===== src/rtl/hazard_fwd_ctrl.sv =====
// -----------------------------------------------------------------------------
// hazard_fwd_ctrl
//
// Hazard and forwarding controller for a 5-stage in-order pipeline. Sits
// beside the ID/EX, EX/MEM and MEM/WB pipeline registers and produces:
//   * operand forwarding selects for the EX stage (EX/MEM has priority over
//     MEM/WB, register 0 is never forwarded),
//   * load-use bubbles (LU_STALL_CYC bubbles per hazard, counter driven),
//   * a full pipeline freeze while a memory op in EX/MEM waits on mem_ready,
//     guarded by a sticky watchdog (mem_timeout).
//
// Optional feature macro: HAZ_PERF_CNT_EN
//   When defined, adds saturating performance counters stall_cycles and
//   fwd_events. When undefined, those ports and counters are absent.
//
// Parameters
//   AW            register address width
//   NUM_SRC       source operands per instruction (1..4)
//   LU_STALL_CYC  bubbles inserted per load-use hazard (1..7)
//   MAX_WAIT      mem_ready wait cycles before mem_timeout is set (>=1)
//   CNT_W         perf counter width (HAZ_PERF_CNT_EN only)
//
// Ports
//   clk, rst_n        clock, async active-low reset
//   if_id_src/_vld    IF/ID source registers and "operand really read" flags
//   id_ex_src         ID/EX source registers (forwarding compare)
//   id_ex_rd/_memread ID/EX destination and "is a load"
//   ex_mem_rd/_regwrite/_memop, mem_ready   EX/MEM state and memory handshake
//   mem_wb_rd/_regwrite                     MEM/WB state
//   fwd_sel           per operand i at [2i+:2]: 00 RF, 10 EX/MEM, 01 MEM/WB
//   pc_en, if_id_en, id_ex_en, ex_mem_en    pipeline register enables
//   id_ex_flush       load a bubble into ID/EX
//   mem_timeout       sticky watchdog error
//   stall_cycles, fwd_events                perf counters (HAZ_PERF_CNT_EN)
// -----------------------------------------------------------------------------
module hazard_fwd_ctrl #(
  parameter int AW           = 3,
  parameter int NUM_SRC      = 2,
  parameter int LU_STALL_CYC = 1,
  parameter int MAX_WAIT     = 255,
  parameter int CNT_W        = 16
) (
  input  logic                   clk,
  input  logic                   rst_n,
  input  logic [NUM_SRC*AW-1:0]  if_id_src,
  input  logic [NUM_SRC-1:0]     if_id_src_vld,
  input  logic [NUM_SRC*AW-1:0]  id_ex_src,
  input  logic [AW-1:0]          id_ex_rd,
  input  logic                   id_ex_memread,
  input  logic [AW-1:0]          ex_mem_rd,
  input  logic                   ex_mem_regwrite,
  input  logic                   ex_mem_memop,
  input  logic                   mem_ready,
  input  logic [AW-1:0]          mem_wb_rd,
  input  logic                   mem_wb_regwrite,
  output logic [2*NUM_SRC-1:0]   fwd_sel,
  output logic                   pc_en,
  output logic                   if_id_en,
  output logic                   id_ex_en,
  output logic                   id_ex_flush,
  output logic                   ex_mem_en,
  output logic                   mem_timeout
`ifdef HAZ_PERF_CNT_EN
  ,
  output logic [CNT_W-1:0]       stall_cycles,
  output logic [CNT_W-1:0]       fwd_events
`endif
);

  // ---------------------------------------------------------------------------
  // Elaboration-time parameter sanity
  // ---------------------------------------------------------------------------
  if (NUM_SRC < 1 || NUM_SRC > 4 || LU_STALL_CYC < 1 || LU_STALL_CYC > 7 ||
      MAX_WAIT < 1 || CNT_W < 1 || AW < 1) begin : g_bad_param
    $error("hazard_fwd_ctrl: parameter out of range");
  end

  localparam int             WAIT_W      = $clog2(MAX_WAIT + 1);
  localparam logic [WAIT_W-1:0] WAIT_MAX = WAIT_W'(MAX_WAIT);
  localparam logic [2:0]     LU_BUB_INIT = 3'(LU_STALL_CYC - 1);

  typedef enum logic [1:0] {
    ST_RUN      = 2'd0,
    ST_BUBBLE   = 2'd1,
    ST_MEM_WAIT = 2'd2
  } state_t;

  // ---------------------------------------------------------------------------
  // Forwarding selects
  // ---------------------------------------------------------------------------
  logic [2*NUM_SRC-1:0] fwd_raw;

  // NOTE: every variable written in an always_comb gets a default first, so no
  // path through the block can leave it unassigned and infer a latch.
  always_comb begin
    fwd_raw = '0;
    for (int i = 0; i < NUM_SRC; i++) begin
      if (ex_mem_regwrite && (ex_mem_rd != '0) &&
          (ex_mem_rd == id_ex_src[i*AW +: AW])) begin
        fwd_raw[2*i +: 2] = 2'b10;
      end else if (mem_wb_regwrite && (mem_wb_rd != '0) &&
                   (mem_wb_rd == id_ex_src[i*AW +: AW])) begin
        fwd_raw[2*i +: 2] = 2'b01;
      end
    end
  end

  // Outputs are forced quiet for the whole time reset is held, not just after
  // the first clock edge.
  assign fwd_sel = rst_n ? fwd_raw : '0;

  // ---------------------------------------------------------------------------
  // Hazard detection
  // ---------------------------------------------------------------------------
  logic lu_match;
  logic lu_hit;
  logic mw_hit;

  always_comb begin
    lu_match = 1'b0;
    for (int i = 0; i < NUM_SRC; i++) begin
      if (if_id_src_vld[i] && (if_id_src[i*AW +: AW] == id_ex_rd)) begin
        lu_match = 1'b1;
      end
    end
  end

  assign lu_hit = id_ex_memread && (id_ex_rd != '0) && lu_match;
  assign mw_hit = ex_mem_memop && !mem_ready;

  // ---------------------------------------------------------------------------
  // Stall FSM
  // ---------------------------------------------------------------------------
  state_t              state_q, state_nxt;
  state_t              ret_q, ret_nxt;     // state to resume after MEM_WAIT
  logic [2:0]          bub_q, bub_nxt;
  logic [WAIT_W-1:0]   wait_q, wait_nxt;
  logic                timeout_q;

  logic pc_en_c, if_id_en_c, id_ex_en_c, ex_mem_en_c, flush_c;

  always_comb begin
    state_nxt   = state_q;
    ret_nxt     = ret_q;
    bub_nxt     = bub_q;
    wait_nxt    = wait_q;
    pc_en_c     = 1'b1;
    if_id_en_c  = 1'b1;
    id_ex_en_c  = 1'b1;
    ex_mem_en_c = 1'b1;
    flush_c     = 1'b0;

    unique case (state_q)
      ST_RUN: begin
        if (mw_hit) begin
          state_nxt = ST_MEM_WAIT;
          ret_nxt   = ST_RUN;
        end else if (lu_hit) begin
          // The first bubble is issued in the detecting cycle itself.
          pc_en_c    = 1'b0;
          if_id_en_c = 1'b0;
          flush_c    = 1'b1;
          bub_nxt    = LU_BUB_INIT;
          state_nxt  = (LU_BUB_INIT != 3'd0) ? ST_BUBBLE : ST_RUN;
        end
      end

      ST_BUBBLE: begin
        pc_en_c    = 1'b0;
        if_id_en_c = 1'b0;
        flush_c    = 1'b1;
        if (mw_hit) begin
          // Remaining bubble count is held across the freeze.
          state_nxt = ST_MEM_WAIT;
          ret_nxt   = ST_BUBBLE;
        end else if (bub_q <= 3'd1) begin
          bub_nxt   = 3'd0;
          state_nxt = ST_RUN;
        end else begin
          bub_nxt   = bub_q - 3'd1;
        end
      end

      ST_MEM_WAIT: begin
        pc_en_c     = 1'b0;
        if_id_en_c  = 1'b0;
        id_ex_en_c  = 1'b0;
        ex_mem_en_c = 1'b0;
        // Leave as soon as the memory op is no longer waiting; this covers
        // mem_ready and also never traps the FSM if memop drops.
        if (!mw_hit) begin
          state_nxt = ret_q;
          wait_nxt  = '0;
        end else if (wait_q != WAIT_MAX) begin
          wait_nxt  = wait_q + 1'b1;
        end
      end

      default: begin
        state_nxt = ST_RUN;
        ret_nxt   = ST_RUN;
        bub_nxt   = 3'd0;
        wait_nxt  = '0;
      end
    endcase
  end

  // NOTE: sequential state uses non-blocking assignments only, so every
  // register samples the pre-edge values regardless of statement order.
  always_ff @(posedge clk or negedge rst_n) begin
    if (!rst_n) begin
      state_q   <= ST_RUN;
      ret_q     <= ST_RUN;
      bub_q     <= 3'd0;
      wait_q    <= '0;
      timeout_q <= 1'b0;
    end else begin
      state_q <= state_nxt;
      ret_q   <= ret_nxt;
      bub_q   <= bub_nxt;
      wait_q  <= wait_nxt;
      // Sticky: set on the edge the wait counter reaches MAX_WAIT.
      if ((state_q == ST_MEM_WAIT) && (wait_nxt == WAIT_MAX)) begin
        timeout_q <= 1'b1;
      end
    end
  end

  assign pc_en       = rst_n & pc_en_c;
  assign if_id_en    = rst_n & if_id_en_c;
  assign id_ex_en    = rst_n & id_ex_en_c;
  assign ex_mem_en   = rst_n & ex_mem_en_c;
  assign id_ex_flush = rst_n & flush_c;
  assign mem_timeout = timeout_q;

  // ---------------------------------------------------------------------------
  // Optional performance counters (saturating)
  // ---------------------------------------------------------------------------
`ifdef HAZ_PERF_CNT_EN
  always_ff @(posedge clk or negedge rst_n) begin
    if (!rst_n) begin
      stall_cycles <= '0;
      fwd_events   <= '0;
    end else begin
      if (!pc_en && (stall_cycles != '1)) begin
        stall_cycles <= stall_cycles + 1'b1;
      end
      if ((fwd_raw != '0) && (fwd_events != '1)) begin
        fwd_events <= fwd_events + 1'b1;
      end
    end
  end
`endif

endmodule


===== config.mk =====
export PLATFORM = sky130hd
export DESIGN_NAME = hazard_fwd_ctrl
export DESIGN_NICKNAME = d
export VERILOG_FILES = /design/src/rtl/hazard_fwd_ctrl.sv
export SDC_FILE = /design/constraint.sdc
export NUM_CORES = 1
export LEC_CHECK = 0
export ABC_AREA = 1
export CORE_ASPECT_RATIO = 1.1
export CORE_MARGIN = 2
export CORE_UTILIZATION = 48
export CTS_BUF_LIST = sky130_fd_sc_hd__clkbuf_16
export DETAILED_ROUTE_END_ITERATION = 16
export GPL_TIMING_DRIVEN = 0
export HOLD_SLACK_MARGIN = 0.15
export PLACE_DENSITY = 0.9
export SYNTH_ARGS = -nofsm -noshare
export SYNTH_HDL_FRONTEND = slang
export SYNTH_SLANG_ARGS = --single-unit

===== constraint.sdc =====
create_clock -name clk -period 2.41 [get_ports clk]
set_clock_uncertainty 0.15 [all_clocks]
set_input_delay 0.3615 -clock clk [delete_from_list [all_inputs] [get_ports clk]]
set_output_delay 0.3615 -clock clk [all_outputs]
set_load 0.005 [all_outputs]

==> impl_results.html <==
<table>
<tr><th>Metric</th><th>Value</th></tr>
<tr><th colspan="2">Cells and area</th></tr>
<tr><td>Cell area after layout</td><td>1970 sq um</td></tr>
<tr><td>Count of non-filler cells in the finished layout</td><td>285</td></tr>
<tr><td>Share of final-layout standard cells stronger than drive strength 1</td><td>11.5%</td></tr>
<tr><td>Combined area of the multi-input logic cells</td><td>925 sq um</td></tr>
<tr><td>Antenna Diode Count</td><td>0</td></tr>
<tr><td>Layout overhead on the synthesized area</td><td>39.1%</td></tr>
<tr><td>Storage cell area</td><td>375 sq um</td></tr>
<tr><td>Final-layout fill cell count</td><td>227</td></tr>
<tr><td>Count of nets after finishing</td><td>290</td></tr>
<tr><th colspan="2">Clock tree</th></tr>
<tr><td>Number of levels the H-tree was split into</td><td>1</td></tr>
<tr><td>Worst-skew pair later-pin latency</td><td>0.24 ns</td></tr>
<tr><td>Clock transition time at the flip-flop clock pins of the worst setup and hold paths</td><td>0.05 ns</td></tr>
<tr><td>Sinks on Clock Net</td><td>15</td></tr>
<tr><td>CTS tree</td><td>done</td></tr>
<tr><td>Root buffer cell</td><td>sky130_fd_sc_hd__clkbuf_16</td></tr>
<tr><td>Maximum buffer depth of the clock tree</td><td>2</td></tr>
<tr><td>Number of buffers created by CTS</td><td>3</td></tr>
<tr><th colspan="2">Routing</th></tr>
<tr><td>Post-DRT Antenna Nets</td><td>0</td></tr>
<tr><td>Detailed-route wire length</td><td>3730 um</td></tr>
<tr><td>Routed wire per std cell</td><td>13.1 um</td></tr>
<tr><td>DRC violation count after routing</td><td>0</td></tr>
<tr><td>Vias per Instance</td><td>5.27</td></tr>
<tr><td>First-pass iteration count of the detailed router</td><td>4</td></tr>
<tr><td>Via count</td><td>1503</td></tr>
<tr><td>Initial detailed-routing violation count</td><td>73</td></tr>
<tr><th colspan="2">Synthesis</th></tr>
<tr><td>Cell taking the most area after synthesis</td><td>sky130_fd_sc_hd__dfrtp_1</td></tr>
<tr><td>Mapped Area</td><td>1420 sq um</td></tr>
<tr><td>Post-synthesis cell type count</td><td>30</td></tr>
<tr><td>Gate count after technology mapping</td><td>206</td></tr>
<tr><td>Number of enable-type register cells in the synthesized netlist</td><td>0</td></tr>
<tr><td>Primary FF master, synth</td><td>sky130_fd_sc_hd__dfrtp_1</td></tr>
<tr><td>Cell with the most instances after synthesis</td><td>sky130_fd_sc_hd__nand2_1</td></tr>
<tr><td>Area fraction of the dominant cell type after synthesis</td><td>26.5%</td></tr>
<tr><td>Syn. warnings</td><td>0</td></tr>
<tr><td>Cell types occupying the most area after synthesis</td><td>sky130_fd_sc_hd__dfrtp_1 (27%), sky130_fd_sc_hd__nand2_1 (13%), sky130_fd_sc_hd__inv_1 (7.2%), sky130_fd_sc_hd__ha_1 (6.2%), sky130_fd_sc_hd__xor2_1 (6.2%)</td></tr>
<tr><td>Most used standard cells in the synthesized netlist</td><td>sky130_fd_sc_hd__nand2_1 (50), sky130_fd_sc_hd__inv_1 (27), sky130_fd_sc_hd__nor2_1 (23)</td></tr>
<tr><td>Number of register bits inferred by synthesis</td><td>15</td></tr>
<tr><td>Sequential share of the synthesized area</td><td>26.5%</td></tr>
<tr><td>Average cell area after synthesis</td><td>6.87 sq um</td></tr>
<tr><td>Nets in the synthesized netlist</td><td>243</td></tr>
<tr><td>Asr flop ratio synth</td><td>100%</td></tr>
<tr><th colspan="2">Die</th></tr>
<tr><td>Total die area</td><td>3400 sq um</td></tr>
<tr><td>Die Y</td><td>60.9 um</td></tr>
<tr><td>I/O pin count</td><td>40</td></tr>
<tr><td>Core region area</td><td>2780 sq um</td></tr>
<tr><td>Die extent in x</td><td>55.8 um</td></tr>
<tr><td>Std cell rows</td><td>20</td></tr>
<tr><td>Starting utilization of the core area</td><td>50.9%</td></tr>
<tr><th colspan="2">Power</th></tr>
<tr><td>Part of the power in combinational logic</td><td>38.1%</td></tr>
<tr><td>NetSw</td><td>0.000353 W</td></tr>
<tr><td>Share of power burned in the clock network</td><td>31.7%</td></tr>
<tr><td>Sw Share</td><td>34.9%</td></tr>
<tr><td>Internal Power</td><td>0.000660 W</td></tr>
<tr><td>Leakage</td><td>1.00 nW</td></tr>
<tr><td>PwrDens</td><td>515 nW/um^2</td></tr>
<tr><td>Max IR drop VDD</td><td>372 uV</td></tr>
<tr><td>Sequential group share of total power</td><td>30.2%</td></tr>
<tr><th colspan="2">GRT</th></tr>
<tr><td>Pin count of the biggest net entering global routing</td><td>16</td></tr>
<tr><td>Overall routing resource usage</td><td>23.5%</td></tr>
<tr><td>First-pass GRT wire length</td><td>6190 um</td></tr>
<tr><td>Antenna violations before repair</td><td>0</td></tr>
<tr><td>Vias in the first global route</td><td>1503</td></tr>
<tr><td>Total overflow reported by the global router</td><td>0</td></tr>
<tr><th colspan="2">STA</th></tr>
<tr><td>Worst relative slew slack</td><td>50.7%</td></tr>
<tr><td>Slew @ Worst Pin</td><td>0.737 ns</td></tr>
<tr><td>Final hold viol count</td><td>0</td></tr>
<tr><td>Final-report setup violation count</td><td>0</td></tr>
<tr><td>Setup repair after global routing missed its margin</td><td>yes</td></tr>
<tr><td>Hold Slack</td><td>0.307 ns</td></tr>
<tr><td>Final worst path period need</td><td>2.30 ns</td></tr>
<tr><td>Highest attainable clock frequency</td><td>434 MHz</td></tr>
<tr><td>Fin crit share</td><td>95.6%</td></tr>
<tr><td>Slew Limit Fails</td><td>0</td></tr>
<tr><th colspan="2">Placement</th></tr>
<tr><td>Final Wtd Congestion</td><td>0.915</td></tr>
<tr><td>Cell area reported after detailed placement</td><td>1850 sq um</td></tr>
<tr><td>Placed instance count</td><td>278</td></tr>
<tr><td>HPWL reported at the end of detailed placement</td><td>2760 um</td></tr>
<tr><td>IO buf count</td><td>39</td></tr>
<tr><th colspan="2">Hold path</th></tr>
<tr><td>Tightest Hold Check Type</td><td>reg2reg</td></tr>
<tr><td>End point of the worst hold path</td><td>mem_timeout$_DFFE_PN0P_</td></tr>
<tr><td>Min-delay src</td><td>mem_timeout$_DFFE_PN0P_</td></tr>
<tr><td>Count of cells along the worst hold path</td><td>2</td></tr>
<tr><th colspan="2">Critical path</th></tr>
<tr><td>Max stage delay on crit path</td><td>0.41 ns</td></tr>
<tr><td>Critical path's most frequent cell</td><td>sky130_fd_sc_hd__buf_4</td></tr>
<tr><td>CP max FO</td><td>2</td></tr>
<tr><td>Reg2reg end</td><td>bub_q[2]$_DFFE_PN0P_</td></tr>
<tr><td>Worst reg-to-reg setup slack</td><td>0.29 ns</td></tr>
<tr><td>List of cells traversed by the critical path</td><td>clkdlybuf4s50_1 &gt; xor2_1 &gt; nor2_1 &gt; nand2_1 &gt; nand2_2 &gt; nand4_1 &gt; buf_4 &gt; buf_4 &gt; a21oi_2 &gt; buf_2</td></tr>
<tr><td>Endpoint type of the worst setup path</td><td>output pin</td></tr>
<tr><td>Data required time at the worst endpoint</td><td>1.90 ns</td></tr>
<tr><td>Worst setup path class</td><td>in2out</td></tr>
<tr><td>Reg-to-Reg Start</td><td>state_q[0]$_DFFE_PN0P_</td></tr>
<tr><td>Startpoint kind of the worst setup timing path</td><td>input port</td></tr>
<tr><td>CP top delay family</td><td>buffers and inverters</td></tr>
<tr><td>Cell depth of the worst flop-to-flop path</td><td>8</td></tr>
<tr><td>Count of buffer and inverter cells on the critical path</td><td>4</td></tr>
<tr><td>Arrival time of data at the critical path endpoint</td><td>1.79 ns</td></tr>
<tr><td>Critical path's slowest cell</td><td>sky130_fd_sc_hd__clkdlybuf4s50_1</td></tr>
<tr><th colspan="2">Status</th></tr>
<tr><td>Outcome</td><td>complete, no violations</td></tr>
<tr><th colspan="2">Flow run</th></tr>
<tr><td>Maximum Capacitance Violations</td><td>0</td></tr>
</table>
[registers in the layout, summed over array words and instances (netlist names)]
| name | cells |
|---|---|
| bub_q | 3 |
| mem_timeout | 1 |
| ret_q | 1 |
| state_q | 2 |
| wait_q | 8 |
[through the flow]
stage	util [%]	worst slack, ns	total power [W]	TNS (ns)
floorplan	-	0.726	0.000531	0
global route	70.9	-0.0578	0.00108	-0.0578
detailed placement	66.5	-0.522	0.000690	-3.68
finish	70.9	0.105	0.00101	0
CTS	69.9	0.00632	0.00101	0
global placement	66.5	-0.497	0.000672	-3.36
[worst max-delay path by stage]
stage	start	endpoint	slack (ns)	depth (start not counted)
after floorplan	state_q[0]$_DFFE_PN0P_	bub_q[0]$_DFFE_PN0P_	0.73	8
after global placement	rst_n	id_ex_en	-0.50	5
after detailed placement	rst_n	id_ex_en	-0.52	5
after CTS	mem_wb_rd[0]	fwd_sel[2]	0.006	6
after global routing	if_id_src[4]	id_ex_flush	-0.06	10
final	if_id_src[4]	id_ex_flush	0.11	10
[cell type report]
type / count / area share (%)
Clock buffer: 3 / 3.81
Buffer: 3 / 1.14
Multi-Input combinational cell: 157 / 47.0
Timing Repair Buffer: 42 / 20.7
Inverter: 31 / 6.04
Clock inverter: 1 / 0.191
Tap cell: 33 / 2.10
Sequential cell: 15 / 19.1
[power groups by stage]
stage / Combinational, W / Sequential (W) / Clock (W)
global placement: 0.000363 / 0.000308 / 0
detailed placement: 0.000381 / 0.000309 / 0
finish: 0.000386 / 0.000306 / 0.000321
global route: 0.000435 / 0.000311 / 0.000333
CTS: 0.000378 / 0.000306 / 0.000326
floorplan: 0.000229 / 0.000302 / 0
[cell families (layout without fill, tap and decap cells)]
logic type,count (synthesis),after routing,share of synthesized area (%)
flops,15,15,26.5
fa+ha+maj,7,7,6.19
compound gates,26,26,10.9
xor+xnor,17,17,10.5
simple gates,107,107,35.9
buf+inv,34,80,9.99
[tightest hold or removal path, cell delays in order, from the launching register on]
cell and delay, ns:
sky130_fd_sc_hd__dfrtp_1 0.33, sky130_fd_sc_hd__inv_1 0.04, sky130_fd_sc_hd__nand2_1 0.05
[placed cells by master, fill, tap and decap left out, types with 2 or more instances in the layout]
cell and count:
sky130_fd_sc_hd__nand4_1 3, sky130_fd_sc_hd__inv_1 27, sky130_fd_sc_hd__dlygate4sd2_1 10, sky130_fd_sc_hd__nand3b_1 3
sky130_fd_sc_hd__xnor2_1 7, sky130_fd_sc_hd__o21ai_0 2, sky130_fd_sc_hd__dlymetal6s2s_1 5, sky130_fd_sc_hd__nand3_1 16
sky130_fd_sc_hd__a21oi_2 2, sky130_fd_sc_hd__nand2_2 2, sky130_fd_sc_hd__nor3_1 2, sky130_fd_sc_hd__o21bai_1 2
sky130_fd_sc_hd__buf_4 5, sky130_fd_sc_hd__nand2_4 2, sky130_fd_sc_hd__xor2_1 10, sky130_fd_sc_hd__dfrtp_1 15
sky130_fd_sc_hd__clkbuf_16 3, sky130_fd_sc_hd__clkdlybuf4s50_1 20, sky130_fd_sc_hd__nand3_2 3, sky130_fd_sc_hd__nor2_1 23
sky130_fd_sc_hd__o31a_1 2, sky130_fd_sc_hd__inv_2 3, sky130_fd_sc_hd__nand2_1 49, sky130_fd_sc_hd__o21ai_1 6
sky130_fd_sc_hd__ha_1 7, sky130_fd_sc_hd__a21oi_1 9
[repair_timing]
item / CTS / global route
hold buffers: 1 / 0
setup endpoints to repair: 9 / 5
resized for setup: 17 / 16
pin swaps: 2 / 5
endpoints found under the hold margin: 15 / 0
buffers inserted: 2 / 0
[per-layer routing]
metal  GRT usage, %  vias up  share of wire [%]
li1               -      755                  -
met1           23.7      663                 36
met2           46.4       68                 54
met3           4.48       17                6.8
met4           12.5        0                3.5
met5              0        -                  0
Note: power is estimated with default switching activity, not from simulation.
==> RTL edit (same flow settings) <==
The option `HAZ_PERF_CNT_EN` is turned on by a define.
--- a/src/rtl/hazard_fwd_ctrl.sv
+++ b/src/rtl/hazard_fwd_ctrl.sv
@@ -33,6 +33,8 @@
 //   mem_timeout       sticky watchdog error
 //   stall_cycles, fwd_events                perf counters (HAZ_PERF_CNT_EN)
 // -----------------------------------------------------------------------------
+`define HAZ_PERF_CNT_EN
+
 module hazard_fwd_ctrl #(
   parameter int AW           = 3,
   parameter int NUM_SRC      = 2,
Function (old outputs only; new: fwd_events and stall_cycles): kept (Yosys induction, for registers that start in step).
==> RTL edit against the original RTL <==
  * Setup slack got worse by 0.057 ns
  * Routed wire length rose by 140%
  * Total power increased to 2.6 times the old value
  * Sequential cell count increased by 32
  * Largest cell class unchanged
  * Worst hold slack better by 0.0097 ns
  * Cell area increased by 130%
  * Synthesized cell count grew 120%
  * Synthesized area increased by 130%
  * Final cell count increased by 120%
  * Sequential share of layout area is 7.1 points higher
==> RTL edit: results (changes against the original RTL) <==
register area share after synthesis=35.7% (+9.2 points); vias per std cell=5.33 (+1.0%); Final nets=589 (+100%); biggest regs=fwd_events: 16 flops, stall_cycles: 16 flops, wait_q: 8 flops; Hold WC Path Type=reg2reg; DP HPWL=6.18 mm (+120%); Post-synth top flop=dfrtp_1; Syn. warnings=0 (unchanged); 1st-iter DRT viols=177 (+140%); delay-heaviest family, CP=buffers and inverters; hold path startpoint=mem_timeout; root buf cell=clkbuf_16; Worst-Margin Slew=0.957 ns (+0.220 ns); share of cells above drive strength 1=11.4% (-0.074 points); top cells by area, synth=dfrtp_1 36%, nand2_1 17%, nand3_1 9.0%; Slowest-stage cell, CP=clkdlybuf4s50_1; GRT Util Overall=23.3% (-0.12 points); Post-Syn Nets=493 (+100%); TritonRoute pass-1 iters=4 (unchanged); Core ar.=0.00663 sq mm (+140%); Post-synth ARST share=100% (unchanged); Worst Path Arrival=1.85 ns (+0.06 ns); pin count of the biggest net entering global routing=28 (+12); Leak=0.00216 uW (+120%); H-tree levels=2 (+1); Distinct cells, synth=29 (-3.3%); delay of the slowest critical-path stage=0.46 ns (+0.05 ns); CTS clk-pin slew, worst paths=0.07 ns (+0.02 ns); CP startpoint=mem_ready; total CTS buffers=5 (+2); setup_tns=0 ns (unchanged); Clock Path Buffers=2 (unchanged); Max VDD drop=387 uV (+4.0%); number of global-route vias before repair=3,329 (+120%); final WL=8.78 mm (+140%); PortBufs=71 (+82%); status=finished, final reports clean; Ant. Diodes=0 (unchanged); crit path max fanout=4 (+2); Post-DP Area=0.00412 sq mm (+120%); clock latency on the worst-skew pair=0.29 ns (+0.05 ns); most frequent cells after synthesis=150 x nand2_1, 59 x nand3_1, 47 x dfrtp_1; reg-to-reg startpoint=state_q[0]; Net Sw Frac=35.0% (+0.12 points); GP Congestion=0.957 (+4.6%); global-route wire length before repair=14.6 mm (+140%); initial antenna violation count=0 (unchanged); FILL cells=521 (+130%)
## RTL edit: worst min-delay path, stage by stage, from the launching register on
cell and delay [ns]:
dfrtp_1 0.34, inv_1 0.04, nand2_1 0.05
## RTL edit: stage by stage
stage	worst slack (ns)	hold slack, ns	total power, uW	instances
final	0.0483	0.317	2680	633
after global placement	-2.28	0.296	1860	607
after detailed placement	-0.645	0.212	1910	608
after floorplan	0.410	-0.0841	1510	454
after CTS	0.0231	0.325	2630	631
after global routing	-0.00292	0.362	2840	633
## RTL edit: power by group through the flow
stage / sequential, uW / combinational, uW / clock (uW)
after global routing: 1070 / 1050 / 718
after detailed placement: 1050 / 856 / 0
after CTS: 1040 / 901 / 686
final: 1050 / 951 / 682
after floorplan: 1030 / 479 / 0
after global placement: 1040 / 821 / 0
## RTL edit: cells by family (layout without fill, tap and decap cells)
kind of cell	count (synthesis)	in the layout	share of synthesized area, %
and+or+nand+nor	281	281	38.9
buffers and inverters	53	150	6.84
DFF	47	47	35.7
xor gates and xnor gates	46	46	12.2
AOI/OAI and AO/OA	18	18	2.93
adders and majority gates	9	9	3.42
## RTL edit: cell type report
class                   instances  area (sq um)  area share [%]
plain buffers                   7          52.6            1.17
clock buffers                   5           125            2.79
multi-input cells             354          1960            43.7
repair buffers                 90           888            19.8
inverters                      45           169            3.76
well taps                      82           103            2.28
clock inverters                 3          16.3           0.362
flip-flops and latches         47          1180            26.2
## RTL edit: routing by layer
layer	share of wire (%)	vias to the layer above	routed length (microns)	global-route usage, %
met2	52	88	4590	43.3
met4	3.1	0	276	8.88
li1	-	1644	-	-
met3	3.5	27	305	3.84
met5	0	-	0	0
met1	41	1613	3610	26.5
## RTL edit: path summary, 6_finish.rpt
path                       cells past startpoint               to  slack [ns]
hold / removal                                 2      mem_timeout        0.32
setup reg to reg                              10      mem_timeout        0.27
setup / recovery                              10            pc_en        0.05
min in group asynchronous                      4  stall_cycles[8]        0.57
hold reg to reg                                2      mem_timeout        0.32
max in group asynchronous                      2      mem_timeout        0.90
## RTL edit: timing repair
item	in CTS	in global routing
pin swaps	4	8
gates resized for setup	21	23
setup buffers	13	2
setup endpoints to repair	7	20
endpoints found under the hold margin	47	0
hold buffers	3	0
